===== src/rtl/alu_seq_pkg.sv =====
// Shared definitions for the sequential ALU: opcodes (MIPS funct field),
// FSM states and an opcode classification helper.
package alu_seq_pkg;

   localparam int OP_W = 6;

   localparam logic [OP_W-1:0] OP_ADD = 6'b100000;
   localparam logic [OP_W-1:0] OP_SUB = 6'b100010;
   localparam logic [OP_W-1:0] OP_AND = 6'b100100;
   localparam logic [OP_W-1:0] OP_OR  = 6'b100101;
   localparam logic [OP_W-1:0] OP_XOR = 6'b100110;
   localparam logic [OP_W-1:0] OP_NOR = 6'b100111;
   localparam logic [OP_W-1:0] OP_SLT = 6'b101010;
   localparam logic [OP_W-1:0] OP_SLL = 6'b000000;
   localparam logic [OP_W-1:0] OP_SRL = 6'b000010;
   localparam logic [OP_W-1:0] OP_SRA = 6'b000011;

   typedef enum logic [1:0] {
      ST_IDLE  = 2'd0,
      ST_EXEC  = 2'd1,
      ST_SHIFT = 2'd2
   } state_e;

   // Shifts run iteratively; everything else completes in the EXEC cycle.
   function automatic logic is_shift(input logic [OP_W-1:0] op);
      return (op == OP_SLL) || (op == OP_SRL) || (op == OP_SRA);
   endfunction

endpackage


===== src/rtl/btn_edge_sync.sv =====
// Brings one asynchronous push-button level into the clock domain and
// turns each press into a single-cycle pulse, however long it is held.
module btn_edge_sync (
   input  logic clk_i,
   input  logic rst_ni,
   input  logic btn_i,
   output logic pulse_o
);

   logic sync1_q;
   logic sync2_q;
   logic prev_q;

   // Two-flop synchroniser followed by a delayed copy for edge detection.
   // NOTE: non-blocking assignments make all three flops sample together,
   // forming a real shift chain rather than collapsing into one flop.
   always_ff @(posedge clk_i or negedge rst_ni) begin
      if (!rst_ni) begin
         sync1_q <= 1'b0;
         sync2_q <= 1'b0;
         prev_q  <= 1'b0;
      end else begin
         sync1_q <= btn_i;
         sync2_q <= sync1_q;
         prev_q  <= sync2_q;
      end
   end

   assign pulse_o = sync2_q & ~prev_q;

endmodule


===== src/rtl/alu_seq.sv =====
// Sequential switch-board ALU: operands and opcode are loaded from a shared
// switch bus by button strobes, then executed into registered result/flags.
// Shifts move one bit per cycle for a variable amount taken from B.
module alu_seq
   import alu_seq_pkg::*;
#(
   parameter int NB_DATA = 8,
   parameter int NB_OPS  = 6
) (
   input  logic               i_clk,
   input  logic               i_rst_n,
   input  logic [NB_DATA-1:0] i_data,
   input  logic               i_load_a,
   input  logic               i_load_b,
   input  logic               i_load_op,
   output logic [NB_DATA-1:0] o_res,
   output logic               o_carry,
   output logic               o_overflow,
   output logic               o_zero,
   output logic               o_negative,
   output logic               o_busy,
   output logic               o_done
);

   localparam int NB_SHAMT = $clog2(NB_DATA);
   localparam int MSB      = NB_DATA - 1;

   logic load_a;
   logic load_b;
   logic load_op;

   logic [NB_DATA-1:0]  a_q, b_q;
   logic [NB_OPS-1:0]   op_q;
   logic [OP_W-1:0]     op_code;

   state_e              state_q, state_d;
   logic [NB_DATA-1:0]  work_q, work_d;
   logic [NB_SHAMT-1:0] cnt_q, cnt_d;

   logic [NB_DATA-1:0]  res_q;
   logic                carry_q, ovf_q, zero_q, neg_q, done_q;

   logic [NB_DATA:0]    sum_w, diff_w;
   logic [NB_DATA-1:0]  alu_res;
   logic                alu_carry, alu_ovf;

   logic [NB_DATA-1:0]  shift_res;
   logic                shift_out;

   logic                wr_en;
   logic [NB_DATA-1:0]  wr_res;
   logic                wr_carry, wr_ovf;

   logic                busy;

   btn_edge_sync u_sync_a (
      .clk_i  (i_clk),
      .rst_ni (i_rst_n),
      .btn_i  (i_load_a),
      .pulse_o(load_a)
   );

   btn_edge_sync u_sync_b (
      .clk_i  (i_clk),
      .rst_ni (i_rst_n),
      .btn_i  (i_load_b),
      .pulse_o(load_b)
   );

   btn_edge_sync u_sync_op (
      .clk_i  (i_clk),
      .rst_ni (i_rst_n),
      .btn_i  (i_load_op),
      .pulse_o(load_op)
   );

   assign busy    = (state_q != ST_IDLE);
   assign op_code = OP_W'(op_q);

   // Operand/opcode capture; presses arriving during execution are ignored.
   always_ff @(posedge i_clk or negedge i_rst_n) begin
      if (!i_rst_n) begin
         a_q  <= '0;
         b_q  <= '0;
         op_q <= '0;
      end else if (!busy) begin
         if (load_a)  a_q  <= i_data;
         if (load_b)  b_q  <= i_data;
         if (load_op) op_q <= NB_OPS'(i_data);
      end
   end

   // Single-cycle operations, evaluated in NB_DATA+1 bits for carry/borrow.
   // NOTE: every output gets a default before the case so no path leaves
   // one unassigned, which would otherwise infer a latch.
   always_comb begin
      sum_w     = {1'b0, a_q} + {1'b0, b_q};
      diff_w    = {1'b0, a_q} - {1'b0, b_q};
      alu_res   = diff_w[MSB:0];
      alu_carry = diff_w[NB_DATA];
      alu_ovf   = (a_q[MSB] != b_q[MSB]) && (diff_w[MSB] != a_q[MSB]);
      case (op_code)
         OP_ADD: begin
            alu_res   = sum_w[MSB:0];
            alu_carry = sum_w[NB_DATA];
            alu_ovf   = (a_q[MSB] == b_q[MSB]) && (sum_w[MSB] != a_q[MSB]);
         end
         OP_AND: begin alu_res = a_q & b_q;    alu_carry = 1'b0; alu_ovf = 1'b0; end
         OP_OR:  begin alu_res = a_q | b_q;    alu_carry = 1'b0; alu_ovf = 1'b0; end
         OP_XOR: begin alu_res = a_q ^ b_q;    alu_carry = 1'b0; alu_ovf = 1'b0; end
         OP_NOR: begin alu_res = ~(a_q | b_q); alu_carry = 1'b0; alu_ovf = 1'b0; end
         OP_SLT: begin
            alu_res   = {{(NB_DATA-1){1'b0}}, ($signed(a_q) < $signed(b_q))};
            alu_carry = 1'b0;
            alu_ovf   = 1'b0;
         end
         default: ; // SUB and any unrecognised code
      endcase
   end

   // One-bit shift step of the working register; shift_out is the bit lost.
   always_comb begin
      {shift_res, shift_out} = {1'b0, work_q};
      case (op_code)
         OP_SLL:  {shift_out, shift_res} = {work_q, 1'b0};
         OP_SRA:  {shift_res, shift_out} = {work_q[MSB], work_q};
         default: ; // SRL
      endcase
   end

   // FSM next state, shift bookkeeping and result write decision.
   always_comb begin
      state_d  = state_q;
      work_d   = work_q;
      cnt_d    = cnt_q;
      wr_en    = 1'b0;
      wr_res   = alu_res;
      wr_carry = alu_carry;
      wr_ovf   = alu_ovf;
      case (state_q)
         ST_IDLE: begin
            if (load_op) state_d = ST_EXEC;
         end
         ST_EXEC: begin
            if (is_shift(op_code)) begin
               work_d = a_q;
               cnt_d  = b_q[NB_SHAMT-1:0];
               if (b_q[NB_SHAMT-1:0] == '0) begin
                  wr_en    = 1'b1;
                  wr_res   = a_q;
                  wr_carry = 1'b0;
                  wr_ovf   = 1'b0;
                  state_d  = ST_IDLE;
               end else begin
                  state_d  = ST_SHIFT;
               end
            end else begin
               wr_en   = 1'b1;
               state_d = ST_IDLE;
            end
         end
         ST_SHIFT: begin
            work_d = shift_res;
            cnt_d  = cnt_q - NB_SHAMT'(1);
            if (cnt_q == NB_SHAMT'(1)) begin
               wr_en    = 1'b1;
               wr_res   = shift_res;
               wr_carry = shift_out;
               wr_ovf   = 1'b0;
               state_d  = ST_IDLE;
            end
         end
         default: state_d = ST_IDLE;
      endcase
   end

   // FSM state and shift working registers.
   always_ff @(posedge i_clk or negedge i_rst_n) begin
      if (!i_rst_n) begin
         state_q <= ST_IDLE;
         work_q  <= '0;
         cnt_q   <= '0;
      end else begin
         state_q <= state_d;
         work_q  <= work_d;
         cnt_q   <= cnt_d;
      end
   end

   // Result and flags update together on completion and hold otherwise.
   always_ff @(posedge i_clk or negedge i_rst_n) begin
      if (!i_rst_n) begin
         res_q   <= '0;
         carry_q <= 1'b0;
         ovf_q   <= 1'b0;
         zero_q  <= 1'b0;
         neg_q   <= 1'b0;
         done_q  <= 1'b0;
      end else begin
         done_q <= wr_en;
         if (wr_en) begin
            res_q   <= wr_res;
            carry_q <= wr_carry;
            ovf_q   <= wr_ovf;
            zero_q  <= (wr_res == '0);
            neg_q   <= wr_res[MSB];
         end
      end
   end

   assign o_res      = res_q;
   assign o_carry    = carry_q;
   assign o_overflow = ovf_q;
   assign o_zero     = zero_q;
   assign o_negative = neg_q;
   assign o_busy     = busy;
   assign o_done     = done_q;

endmodule


===== config.mk =====
export PLATFORM = sky130hd
export DESIGN_NAME = alu_seq
export DESIGN_NICKNAME = d
export VERILOG_FILES = /design/src/rtl/alu_seq_pkg.sv /design/src/rtl/btn_edge_sync.sv /design/src/rtl/alu_seq.sv
export SDC_FILE = /design/constraint.sdc
export NUM_CORES = 1
export LEC_CHECK = 0
export ABC_AREA = 1
export CAP_MARGIN = 20
export CORE_MARGIN = 2
export CORE_UTILIZATION = 45
export CTS_CLUSTER_DIAMETER = 30
export DETAILED_ROUTE_END_ITERATION = 10
export GPL_TIMING_DRIVEN = 0
export PLACE_DENSITY = 0.69
export SLEW_MARGIN = 5
export SYNTH_ARGS = -nofsm -noshare
export SYNTH_HDL_FRONTEND = slang
export SYNTH_SLANG_ARGS = --single-unit

===== constraint.sdc =====
create_clock -name i_clk -period 3.5 [get_ports i_clk]
set_input_delay 0.7 -clock i_clk [delete_from_list [all_inputs] [get_ports i_clk]]
set_output_delay 0.7 -clock i_clk [all_outputs]
set_load 0.05 [all_outputs]

======== Word level (Yosys, flattened, before mapping) ========
Index checks and enable logic that the tools add are counted.
storage, ports and cells
  flip-flop bits (word level) ............. 57
  latch bits .............................. 0
  RAM bits ................................ 0
  memory bits (read-only) ................. 0
  input port bits ......................... 13
  output and inout port bits .............. 14
  logic and storage cells ................. 100
  memories kept ........................... 0
operators by class
  $add $sub $neg .......................... 3
  $mul .................................... 0
  div/mod/pow operators ................... 0
  $lt $le $gt $ge ......................... 1
  equal/unequal tests ..................... 18
  shift operators ......................... 0
  mux-type cells .......................... 30
  bitwise operators ....................... 11
  reduce and logical (&&, ||, !) cells .... 16
operator list
  kind                  count
  $pmux W8 S2           3
  $pmux W8 S6           1
  $eq A6 B6 Y1 const B  6
  $mux W8               4
  $eq A6 B2 Y1 const B  2
  $mux W1               10
  $pmux W1 S2           5
  $reduce_and A2 Y1     5
  $add A8 B8 Y9         1
  $sub A8 B8 Y9         1
  $and A8 B8 Y8         1
  $logic_not A8 Y1      1
  $lt A8 B8 Y1          1
  $mux W2               4
  $not A8 Y8            1
  $or A8 B8 Y8          1
  $xor A8 B8 Y8         1
  $logic_not A6 Y1      1
  $ne A2 B2 Y1 const B  3
  $pmux W2 S3           1
  $pmux W3 S2           1
  $reduce_or A5 Y1      1
  $not A1 Y1            4
  $reduce_bool A2 Y1    2
  other kinds (12)      18

======== Logic depth before layout (Yosys ltp) ========
Gate-level depths: netlist of the first run.
  word-level depth ........................ 7
  mapped depth ............................ 18

======== By module ========
From an unflattened synthesis of the first run, not the netlist that was laid out.
second synthesis, totals
  cells, all modules ...................... 576
  area, all modules ....................... 4051.4 um^2
modules (own cells, without submodules)
  module         times used  cells an instance  area each (um^2)
  alu_seq        1           561                3796.1
  btn_edge_sync  3           5                  85.1

======== Least setup slack after synthesis of the first run ========
Ideal clock, no wire load.
  path kind ............................... reg2reg
  from .................................... reg a_q[0]
  to ...................................... reg zero_q, in the netlist o_zero
  data arrival time ....................... 1.894 ns
  slack ................................... 1.540 ns
  cell stages (with the launch flop) ...... 18
  path buffers ............................ 0
  period minus slack after synthesis ...... 1.960 ns
  path through ............................ dfrtp_1 > inv_1 > ha_1 > inv_1 > fa_1 > nand2_1 > nand2_1 > nand3_1 > nand2_1 > nand2_1 > nand3_1 > nand2_1 > clkinv_1 > nand2_1 > nand2_1 > nor2_1 > nand4_1 > nand2_1
between the ends
  cells in the longest elaborated chain, start to end .. 7
  elaborated cells on any way between the ends .. 13
  those cells by class .................... add/sub (2); order compare (1); mux (5); bitwise (4); reduce/logical (1)
RTL lines
  item                                                   line            RTL
  start: declaration                                     alu_seq.sv:32   logic [NB_DATA-1:0] a_q, b_q;
  start signal: assignment                               alu_seq.sv:87   if (load_a) a_q <= i_data;
  branches (longest 5 deep; another with $sub A8 B8 Y9)  n/a
  $pmux W8 S2 (*)                                        alu_seq.sv:140  case (state_q)
  $logic_not A8 Y1 (*)                                   alu_seq.sv:205  zero_q <= (wr_res == '0);
  end signal: assignment                                 alu_seq.sv:205
  end: declaration                                       alu_seq.sv:41   logic carry_q, ovf_q, zero_q, neg_q, done_q;
Every way passes the cells marked *.
A chain may end at the register's enable or synchronous reset.

======== Worst setup path after layout of the first run ========
  from .................................... reg state_q[0]
  to ...................................... out o_busy
between the ends
  cells in the longest elaborated chain, start to end .. 1
RTL lines
  item                      line            RTL
  start: declaration        alu_seq.sv:36   state_e state_q, state_d;
  start signal: assignment  alu_seq.sv:184  state_q <= state_d;
  $reduce_bool A2 Y1        alu_seq.sv:77   assign busy = (state_q != ST_IDLE);
  end: declaration          alu_seq.sv:21   output logic o_busy,
Every way passes these cells.

==> metrics.cfg, run 1 <==
[outcome]
status=complete, no violations

[worst_setup_path]
timing.critical_path.to_type=output pin
start_kind=flop
timing.critical_path.mode_cell=sky130_fd_sc_hd__inv_1
critical-path-max-stage-delay_ps=830
required_ps=2800
critPathSlowestCell=sky130_fd_sc_hd__clkdlybuf4s50_1
criticalPathCategory=flop to output pin
cp_cell_sequence=inv_1 > ha_1 > inv_1 > clkdlybuf4s50_1
path_buf_inv=3
timing.critical_path.arrival_ps=1960
critical_path_peak_fanout=5
critPathTopFamily=buffers and inverters

[cells_and_area]
n_antenna_cell=0
finished_layout_cells=722
fin_nets=657
layout-area-overhead-vs-synth_pct=12.1
drive_above_1_share_pct=9.45
num-fill-cells=887

[placed_design]
dp_hpwl_um=8740
placed_cells_incl_taps=714
gp_routability_congestion=0.991
place.port_buffers=26

[cts]
tritoncts=built
cts-root-to-sink-buffers=2
clock_tree.htree_level_count=2
cts_made_buffers=5
cts_root_buf=sky130_fd_sc_hd__clkbuf_8
cts_repair_resize_count=0
worst_skew_pair.late_latency_ps=310
post_cts_buffers=0
post_cts_hold_buffer_count=0
clk_pin_slew_ps=100
cts.sinks=56

[global_route]
number_of_antenna_violations_at_the_first_check_in_global_routing=0
maximum_number_of_pins_on_one_net_before_global_route_repair=39
groute.usage.overall_pct=23.6
first_global_vias=3729
grt_remaining_overflow=0
grt_pass1_wl_um=18500

[timing]
report.final.slew_viol_count=0
finalHoldViolations=0
setup_viol=0
worst-slew-pin-transition_ps=500
slew-limit-headroom_pct=66.6
rsz0062_at_grt=false
final_cycle_share_pct=76.1
timing.setup.tns_ps=0
fmax_mhz=375
final.setup_skew_ps=6.74
period_minus_slack_ps=2660

[routing]
detail_route.drc_violations=0
avgRoutedWirePerCell_um=15.4
antenna_violating_nets_post_route=0
routed_via_density=5.33
drtIter0Drc=215
drt-total-wl_um=11100
drt_pre_antenna_iters=7
total_vias_in_the_final_route=3847

[floorplanning]
initial_core_util_pct=46.8
fp.dieArea_um2=9950
top_level_ports=27
placementRows=34
chipHeight_um=99.7
area_of_the_core_um2=8810
die_w_um=99.7

[yosys]
synthesis.area_um2=4130
synth.distinct_cells=39
synthesis.instances=579
yosys_register_bits=56
portion_of_the_post_synthesis_area_used_by_sequential_elements_pct=34.0
syn-mean-instance-area_um2=7.12
netlist_top_cells_area=sky130_fd_sc_hd__dfrtp_1 (34%), sky130_fd_sc_hd__nand2_1 (14%), sky130_fd_sc_hd__ha_1 (8.8%)
syn_nets=623
synth.yosys.warnings=0
post-synth-top-area-fraction_pct=34.0
netlist.top_cell.by_area=sky130_fd_sc_hd__dfrtp_1

[power_and_ir_drop]
power.leakage_uw=0.00230
p_per_area_nw_per_um2=1050
worst_ir_drop_vdd_mv=0.401

[run]
max_cap_viol_count=0

[hold_path]
hold_path_class=primary input to asynchronous set/reset pin

-- routing by layer --
metal / wire length, um / global-route usage [%]
met5: 0 / 0
met4: 80 / 3.79
met3: 713 / 4.43
met2: 5340 / 40.8
met1: 4980 / 31.4
-- worst paths after layout --
check                                       start  slack [ps]           endpoint  cells past startpoint
worst max register to register             a_q[5]        1050             o_zero                     11
min in group i_clk              u_sync_op.sync1_q         360  u_sync_op.sync2_q                      0
worst min register to register  u_sync_op.sync1_q         360  u_sync_op.sync2_q                      0
worst max-delay path                   state_q[0]         840             o_busy                      4
max in group asynchronous                 i_rst_n        2640    u_sync_b.prev_q                      2
worst min-delay path                      i_rst_n         320          work_q[1]                      1
-- worst reg2reg max path, stage by stage (launching register included) --
cell	delay (ps)
sky130_fd_sc_hd__dfrtp_1	530
sky130_fd_sc_hd__inv_1	150
sky130_fd_sc_hd__ha_1	300
sky130_fd_sc_hd__clkbuf_1	330
sky130_fd_sc_hd__o21ai_0	200
sky130_fd_sc_hd__a21oi_1	200
sky130_fd_sc_hd__nand3_1	90
sky130_fd_sc_hd__nand3_1	100
sky130_fd_sc_hd__nand3_1	80
sky130_fd_sc_hd__a21boi_1	210
sky130_fd_sc_hd__nand4_1	120
sky130_fd_sc_hd__nand2_1	70
-- sequential cells by signal, summed over array words and instances (netlist names), 2 cells and up --
| signal | cells |
|---|---|
| cnt_q | 3 |
| work_q | 8 |
| op_code | 6 |
| o_res | 8 |
| b_q | 8 |
| state_q | 2 |
| a_q | 8 |
-- report_power, final --
group	leakage [uW]	switching, uW	internal, uW
clock	0.0000414	214	143
combinational	0.00157	2220	1080
sequential	0.000691	314	899
total	0.00230	2750	2120
-- through the flow --
| stage | setup slack [ps] | hold WS, ps | area [um2] | power [uW] | util [%] |
|---|---|---|---|---|---|
| 4_1_cts | 843 | 326 | 4620 | 4840 | 52.5 |
| 3_5_place_dp | 1140 | 339 | 4540 | 4470 | 51.5 |
| 6_report | 837 | 318 | 4620 | 4860 | 52.5 |
| 2_1_floorplan | 1540 | 331 | 4130 | 3570 | - |
| 3_3_place_gp | 46.6 | 333 | 4520 | 4390 | 51.3 |
| 5_1_grt | 768 | 354 | 4620 | 5360 | 52.5 |
-- synthesized netlist by cell type --
library cell	n
sky130_fd_sc_hd__a21oi_4	1
sky130_fd_sc_hd__xor2_1	1
sky130_fd_sc_hd__a21boi_1	1
sky130_fd_sc_hd__xnor2_1	1
sky130_fd_sc_hd__inv_2	10
sky130_fd_sc_hd__a32oi_1	1
sky130_fd_sc_hd__nor2_2	5
sky130_fd_sc_hd__nor2_8	1
sky130_fd_sc_hd__fa_1	2
sky130_fd_sc_hd__o22ai_1	8
sky130_fd_sc_hd__clkinv_1	1
sky130_fd_sc_hd__o21ai_0	43
sky130_fd_sc_hd__nand2_2	5
sky130_fd_sc_hd__buf_6	3
sky130_fd_sc_hd__o21ai_2	3
sky130_fd_sc_hd__nand2_1	153
sky130_fd_sc_hd__nand3_4	2
sky130_fd_sc_hd__buf_4	1
sky130_fd_sc_hd__nand4_1	11
sky130_fd_sc_hd__dfrtp_1	56
sky130_fd_sc_hd__a21oi_2	2
sky130_fd_sc_hd__nand3_1	58
sky130_fd_sc_hd__o211a_1	1
sky130_fd_sc_hd__nand3b_1	2
sky130_fd_sc_hd__nor2_1	38
sky130_fd_sc_hd__a21oi_1	15
sky130_fd_sc_hd__o21ai_1	9
sky130_fd_sc_hd__clkbuf_1	6
sky130_fd_sc_hd__nand3_2	5
sky130_fd_sc_hd__buf_1	1
sky130_fd_sc_hd__buf_2	7
sky130_fd_sc_hd__ha_1	29
sky130_fd_sc_hd__a31oi_1	3
sky130_fd_sc_hd__o21bai_1	1
sky130_fd_sc_hd__inv_1	82
sky130_fd_sc_hd__nor2_4	4
sky130_fd_sc_hd__o31ai_1	1
sky130_fd_sc_hd__o211ai_1	5
sky130_fd_sc_hd__nor3_1	1
-- area by class of cell --
class | instances | area (um2) | area share [%]
plain buffers | 18 | 103 | 2.22
clock buffers | 6 | 72.6 | 1.57
flip-flops and latches | 56 | 1400 | 30.3
inverters | 93 | 349 | 7.55
clock inverters | 2 | 16.3 | 0.352
well taps | 108 | 135 | 2.92
multi-input cells | 412 | 2270 | 49.1
repair buffers | 27 | 275 | 5.95
-- cell families (layout without fill, tap and decap cells) --
kind of cell / after synthesis / after routing / share of synthesized area (%)
simple gates: 285 / 285 / 31.7
xor+xnor: 2 / 2 / 0.425
compound gates: 94 / 94 / 13.2
fa+ha+maj: 31 / 31 / 9.77
flops: 56 / 56 / 34.0
buf+inv: 111 / 146 / 10.9
-- cells in the final DEF, fill, tap and decap left out, drive strengths merged --
cell,n
nor2,48
ha,29
dfrtp,56
o22ai,8
o211ai,5
nor3,1
o21bai,1
nand2,158
fa,2
buf,14
a21oi,18
o21ai,55
nand3,65
inv,92
xnor2,1
o211a,1
a21boi,1
o31ai,1
a31oi,3
clkinv,2
nand4,11
clkbuf,12
a32oi,1
nand3b,2
clkinvlp,1
xor2,1
clkdlybuf4s50,25
(Power assumes the default switching activity.)
==> inputs of run 2 (changes only) <==
Settings changed: PLACE_DENSITY 0.69 to 0.72.
Clock period 3.5 ns to 2.2 ns, I/O delays scaled along.
==> metrics.cfg, run 2 (same netlist as run 1, synthesis figures left out) <==
[routing]
routed_via_density=5.42  ; was 5.33
drtIter0Drc=249  ; was 215
drt_pre_antenna_iters=5  ; was 7
avgRoutedWirePerCell_um=15.4  ; about the same
drt-total-wl_um=11400  ; was 11100 um
detail_route.drc_violations=0  ; unchanged
total_vias_in_the_final_route=4003  ; was 3847
antenna_violating_nets_post_route=0  ; unchanged

[global_route]
grt_pass1_wl_um=19000  ; was 18500 um
global_route.usage.met3_pct=3.09  ; was 4.43%
groute.layer.met2.usage_pct=40.9  ; was 40.8%
most_congested_layer_reported_by_global_routing=met2  ; unchanged
maximum_number_of_pins_on_one_net_before_global_route_repair=38  ; was 39
first_global_vias=3893  ; was 3729
groute.usage.overall_pct=23.8  ; was 23.6%
globalRouteMet1Util_pct=32.0  ; was 31.4%
grt_remaining_overflow=0  ; unchanged
number_of_antenna_violations_at_the_first_check_in_global_routing=0  ; unchanged

[timing]
setup_viol=0  ; unchanged
report.final.slew_viol_count=0  ; unchanged
final_cycle_share_pct=97.2
timing.setup.tns_ps=0  ; unchanged
period_minus_slack_ps=2140
rsz0062_at_grt=true  ; was false
slew-limit-headroom_pct=66.6  ; about the same
finalHoldViolations=0  ; unchanged
fmax_mhz=468
final.setup_skew_ps=20.6  ; was 6.74 ps
worst-slew-pin-transition_ps=500  ; about the same

[worst_setup_path]
timing.critical_path.to_type=flop  ; was output pin
timing.critical_path.arrival_ps=2400  ; was 1960 ps
criticalPathCategory=flop to flop  ; was flop to output pin
reg2reg_from=b_q[0]  ; was a_q[5]
worstSetupStartpoint=b_q[0]  ; was state_q[0]
worst_setup_path_endpoint=o_zero  ; was o_busy
depth_of_the_worst_register_to_register_path=11  ; unchanged
r2r_slack_ps=60  ; was 1050 ps
start_kind=flop  ; unchanged
critical_path_peak_fanout=5  ; unchanged
required_ps=2460  ; was 2800 ps
reg2reg_to=o_zero  ; unchanged

[cells_and_area]
final_core_util_pct=55.7  ; was 52.5%
finished_layout_cells=738  ; was 722
num-fill-cells=856  ; was 887
layout_common_cells=sky130_fd_sc_hd__nand2_1 (148), sky130_fd_sc_hd__inv_1 (76), sky130_fd_sc_hd__nand3_1 (54)  ; was sky130_fd_sc_hd__nand2_1 (153), sky130_fd_sc_hd__inv_1 (82), sky130_fd_sc_hd__nand3_1 (58)
post-route-cell-area_um2=4910  ; was 4620 um2
final_common_cell=sky130_fd_sc_hd__nand2_1  ; unchanged
layout-area-overhead-vs-synth_pct=19.0  ; was 12.1%
n_antenna_cell=0  ; unchanged
fin_nets=673  ; was 657
drive_above_1_share_pct=18.3  ; was 9.45%

[floorplanning]
top_level_ports=27  ; unchanged
area_of_the_core_um2=8810  ; unchanged
initial_core_util_pct=46.8  ; unchanged
placementRows=34  ; unchanged
die_w_um=99.7  ; unchanged
fp.dieArea_um2=9950  ; unchanged
chipHeight_um=99.7  ; unchanged

[placed_design]
placed_cell_area_um2=4540  ; unchanged
placed_cells_incl_taps=714  ; unchanged
dp_hpwl_um=8640  ; was 8740 um
place.port_buffers=26  ; unchanged
gp_routability_congestion=0.947  ; was 0.991

[power_and_ir_drop]
switching_share_pct=54.9  ; was 56.5%
power.share.clock_pct=7.2  ; was 7.3%
p_per_area_nw_per_um2=1730  ; was 1050 nW/um2
post-layout-total-power_uw=8490  ; was 4860 uW
pwr-share-comb_pct=70.6  ; was 67.7%
p_switching_uw=4660  ; was 2750 uW
worst_ir_drop_vdd_mv=0.657  ; was 0.401 mV
power.leakage_uw=0.00240  ; was 0.00230 uW
power.internal_uw=3830  ; was 2120 uW
power.share.sequential_pct=22.2  ; was 24.9%

[cts]
worst_skew_pair.late_latency_ps=330  ; was 310 ps
cts-root-to-sink-buffers=2  ; unchanged
cts_made_buffers=5  ; unchanged
cts_root_buf=sky130_fd_sc_hd__clkbuf_8  ; unchanged
clock_tree.htree_level_count=2  ; unchanged
clk_pin_slew_ps=120  ; was 100 ps
post_cts_hold_buffer_count=0  ; unchanged
cts.sinks=56  ; unchanged
tritoncts=built  ; unchanged

[hold_path]
hold_path_class=primary input to asynchronous set/reset pin  ; unchanged

[run]
max_cap_viol_count=0  ; unchanged

[outcome]
status=complete, no violations  ; unchanged

## run 2: layout make-up
| type | instances | area [um2] | area share, % |
|---|---|---|---|
| buffer | 15 | 103 | 2.09 |
| tap | 108 | 135 | 2.75 |
| multi-input combinational | 412 | 2390 | 48.8 |
| clock buffer | 5 | 68.8 | 1.40 |
| inverter | 93 | 352 | 7.16 |
| clock inverter | 3 | 26.3 | 0.535 |
| timing repair buffer | 46 | 417 | 8.49 |
| sequential | 56 | 1410 | 28.8 |
## run 2: power by group through the flow
stage / registers [uW] / clock network, uW / logic [uW]
3_3_place_gp: 1930 / 0 / 5080
2_1_floorplan: 2090 / 0 / 3590
3_5_place_dp: 1950 / 0 / 5160
5_1_grt: 1940 / 646 / 6710
4_1_cts: 1940 / 607 / 5220
6_report: 1890 / 610 / 5990
## run 2: worst max-delay path, cell delays in order, from the launching register on
cell                      delay (ps)
sky130_fd_sc_hd__dfrtp_2         480
sky130_fd_sc_hd__ha_1            260
sky130_fd_sc_hd__fa_2            390
sky130_fd_sc_hd__nand3_1         110
sky130_fd_sc_hd__nand3_1          90
sky130_fd_sc_hd__nand3_1          80
sky130_fd_sc_hd__nand3_1         150
sky130_fd_sc_hd__a21oi_2         190
sky130_fd_sc_hd__nand2_1          70
sky130_fd_sc_hd__nor2_1          100
sky130_fd_sc_hd__nand4_1          80
sky130_fd_sc_hd__nand2_1          80
## run 2: what timing repair did
item | 4_1_cts | 5_1_grt
setup endpoints to repair | 6 | 10
buffers inserted | 1 | 18
pin swaps | 0 | 11
resized for setup | 12 | 42
## run 2: routing by layer
| layer | vias up | wire length, um |
|---|---|---|
| met4 | 0 | 212 |
| li1 | 1963 | - |
| met5 | - | 0 |
| met2 | 130 | 5410 |
| met1 | 1890 | 5160 |
| met3 | 20 | 577 |
## run 2: how the worst min path moves through the flow
| stage | endpoint | slack, ps | depth (start not counted) |
|---|---|---|---|
| global placement | u_sync_op.sync2_q | 330 | 0 |
| detailed placement | u_sync_op.sync2_q | 340 | 0 |
| finish | work_q[1] | 50 | 1 |
| global route | work_q[2] | 100 | 1 |
| floorplan | a_q[0] | 140 | 0 |
| CTS | work_q[1] | 80 | 1 |
## run 2: per-stage QoR
| stage | hold WS [ps] | setup slack (ps) |
|---|---|---|
| 2_1_floorplan | 144 | 240 |
| 3_3_place_gp | 332 | -986 |
| 3_5_place_dp | 336 | -209 |
| 4_1_cts | 77.3 | 2.67 |
| 5_1_grt | 98.8 | -53.8 |
| 6_report | 53.7 | 61.8 |
==> inputs of run 3 (changes only) <==
Clock period 2.2 ns to 1.7 ns, I/O delays scaled along.
==> metrics.cfg, run 3 (same netlist as run 1, synthesis figures left out) <==
[worst_setup_path]
criticalPathCategory=flop to flop  ; unchanged
timing.critical_path.to_type=flop  ; unchanged
start_kind=flop  ; unchanged
required_ps=1960  ; was 2460 ps
critical_path_peak_fanout=3  ; was 5
timing.critical_path.arrival_ps=2320  ; was 2400 ps
depth_of_the_worst_register_to_register_path=11  ; unchanged

[hold_path]
hold_depth=0
hold_path_class=flop to flop  ; was primary input to asynchronous set/reset pin

[routing]
drt-total-wl_um=12000  ; was 11400 um
total_vias_in_the_final_route=4206  ; was 4003
detail_route.drc_violations=0  ; unchanged
drtIter0Drc=313  ; was 249
drt_pre_antenna_iters=5  ; unchanged
antenna_violating_nets_post_route=0  ; unchanged
avgRoutedWirePerCell_um=15.7  ; was 15.4 um
routed_via_density=5.51  ; was 5.42

[timing]
final.setup_skew_ps=15.0  ; was 20.6 ps
final_cycle_share_pct=121  ; was 97.2%
slew-limit-headroom_pct=67.2  ; was 66.6%
report.final.slew_viol_count=0  ; unchanged
fmax_mhz=486  ; was 468 MHz
finalHoldViolations=0  ; unchanged
worst-slew-pin-transition_ps=494  ; was 500 ps
setup_viol=11  ; was 0
rsz0062_at_grt=true  ; unchanged
postLayoutSetupSlackWorst_ps=-357  ; was 61.8 ps
period_minus_slack_ps=2060  ; was 2140 ps

[global_route]
number_of_antenna_violations_at_the_first_check_in_global_routing=0  ; unchanged
grt_pass1_wl_um=19500  ; was 19000 um
first_global_vias=3937  ; was 3893
groute.usage.overall_pct=24.6  ; was 23.8%
maximum_number_of_pins_on_one_net_before_global_route_repair=38  ; unchanged
grt_remaining_overflow=0  ; unchanged

[placed_design]
placed_cells_incl_taps=714  ; unchanged
placed_cell_area_um2=4600  ; was 4540 um2
dp_hpwl_um=8370  ; was 8640 um
place.port_buffers=26  ; unchanged
gp_routability_congestion=1.05  ; was 0.947
worst_slack_after_detailed_placement_ps=-568  ; was -209 ps

[floorplanning]
initial_core_util_pct=46.8  ; unchanged
top_level_ports=27  ; unchanged
chipHeight_um=99.7  ; unchanged
placementRows=34  ; unchanged
fp.dieArea_um2=9950  ; unchanged
die_w_um=99.7  ; unchanged
area_of_the_core_um2=8810  ; unchanged

[cells_and_area]
final_core_util_pct=61.6  ; was 55.7%
fin_nets=698  ; was 673
finished_layout_cells=763  ; was 738
layout_common_cells=sky130_fd_sc_hd__nand2_1 (133), sky130_fd_sc_hd__inv_1 (64), sky130_fd_sc_hd__nand3_1 (54)  ; was sky130_fd_sc_hd__nand2_1 (148), sky130_fd_sc_hd__inv_1 (76), sky130_fd_sc_hd__nand3_1 (54)
layout-area-overhead-vs-synth_pct=31.4  ; was 19.0%
post-route-cell-area_um2=5420  ; was 4910 um2
drive_above_1_share_pct=30.8  ; was 18.3%
n_antenna_cell=0  ; unchanged
final_common_cell=sky130_fd_sc_hd__nand2_1  ; unchanged

[cts]
worst_skew_pair.late_latency_ps=330  ; about the same
clock_tree.htree_level_count=2  ; unchanged
cts_made_buffers=5  ; unchanged
tritoncts=built  ; unchanged
clk_pin_slew_ps=110  ; was 120 ps
cts.sinks=56  ; unchanged
cts-root-to-sink-buffers=2  ; unchanged
cts_root_buf=sky130_fd_sc_hd__clkbuf_8  ; unchanged

[outcome]
status=finished with violations  ; was complete, no violations
violations=negative setup slack

[run]
max_cap_viol_count=0  ; unchanged

[run 3: changes by cell type in the layout (fill, tap and decap cells not counted), moves of 5 or more]
cell,before,now
sky130_fd_sc_hd__inv_2,15,24
sky130_fd_sc_hd__ha_1,25,16
sky130_fd_sc_hd__nor2_2,5,11
sky130_fd_sc_hd__inv_1,76,64
sky130_fd_sc_hd__buf_4,22,36
sky130_fd_sc_hd__dfrtp_1,46,41
sky130_fd_sc_hd__dlygate4sd2_1,1,13
sky130_fd_sc_hd__nand2_1,148,133
sky130_fd_sc_hd__nor2_1,36,28
sky130_fd_sc_hd__dfrtp_2,10,15
sky130_fd_sc_hd__clkdlybuf4s50_1,24,11
sky130_fd_sc_hd__nand2_2,9,23
sky130_fd_sc_hd__ha_4,3,8
sky130_fd_sc_hd__buf_6,4,13
[run 3: cell type report]
type	instances	area [um2]
plain buffers	15	146
clock buffers	5	68.8
clock inverters	3	28.8
flip-flops and latches	56	1420
well taps	108	135
multi-input cells	412	2620
repair buffers	71	641
inverters	93	362
fillers	750	3390
[run 3: what timing repair did]
item	in CTS	in global routing
hold buffers	1	0
resized for setup	81	69
cloned	1	2
setup endpoints to repair	50	37
setup buffers	30	10
endpoints found under the hold margin	19	0
pin swaps	19	23
[run 3: critical path, cell delays in order (launching register included)]
cell	delay [ps]
sky130_fd_sc_hd__dfrtp_2	450
sky130_fd_sc_hd__ha_2	230
sky130_fd_sc_hd__fa_2	380
sky130_fd_sc_hd__xnor2_2	140
sky130_fd_sc_hd__o21ai_1	80
sky130_fd_sc_hd__nor2_1	170
sky130_fd_sc_hd__nor2_1	70
sky130_fd_sc_hd__nor2_1	150
sky130_fd_sc_hd__nand2_1	70
sky130_fd_sc_hd__nor2_1	110
sky130_fd_sc_hd__nand4_1	80
sky130_fd_sc_hd__nand2_1	60
[run 3: path summary, 6_finish.rpt]
path / from / slack (ps) / endpoint
setup reg to reg: a_q[0] / -360 / o_zero
setup / recovery: a_q[0] / -360 / o_zero
hold reg to reg: u_sync_a.sync1_q / 360 / u_sync_a.sync2_q
min in group asynchronous: i_rst_n / 480 / work_q[2]
max in group asynchronous: i_rst_n / 660 / a_q[5]
hold / removal: u_sync_a.sync1_q / 360 / u_sync_a.sync2_q
[run 3: stage by stage]
stage / TNS [ps] / hold slack, ps
3_5_place_dp: -5570 / 315
6_report: -1990 / 361
2_1_floorplan: -252 / 44.4
3_3_place_gp: -81390 / 332
5_1_grt: -3190 / 377
4_1_cts: -1660 / 364
[run 3: layer usage]
metal  vias up  track usage (%)  routed length, um
li1       2012                -                  -
met1      1972             33.8               5330
met2       182             39.3               5570
met3        40             2.88                659
met4         0             10.2                418
met5         -                0                  0
Power of run 3 is left out: the tool's default activity adds up to more than one toggle a clock period on the data nets, which glitch-free logic cannot reach.
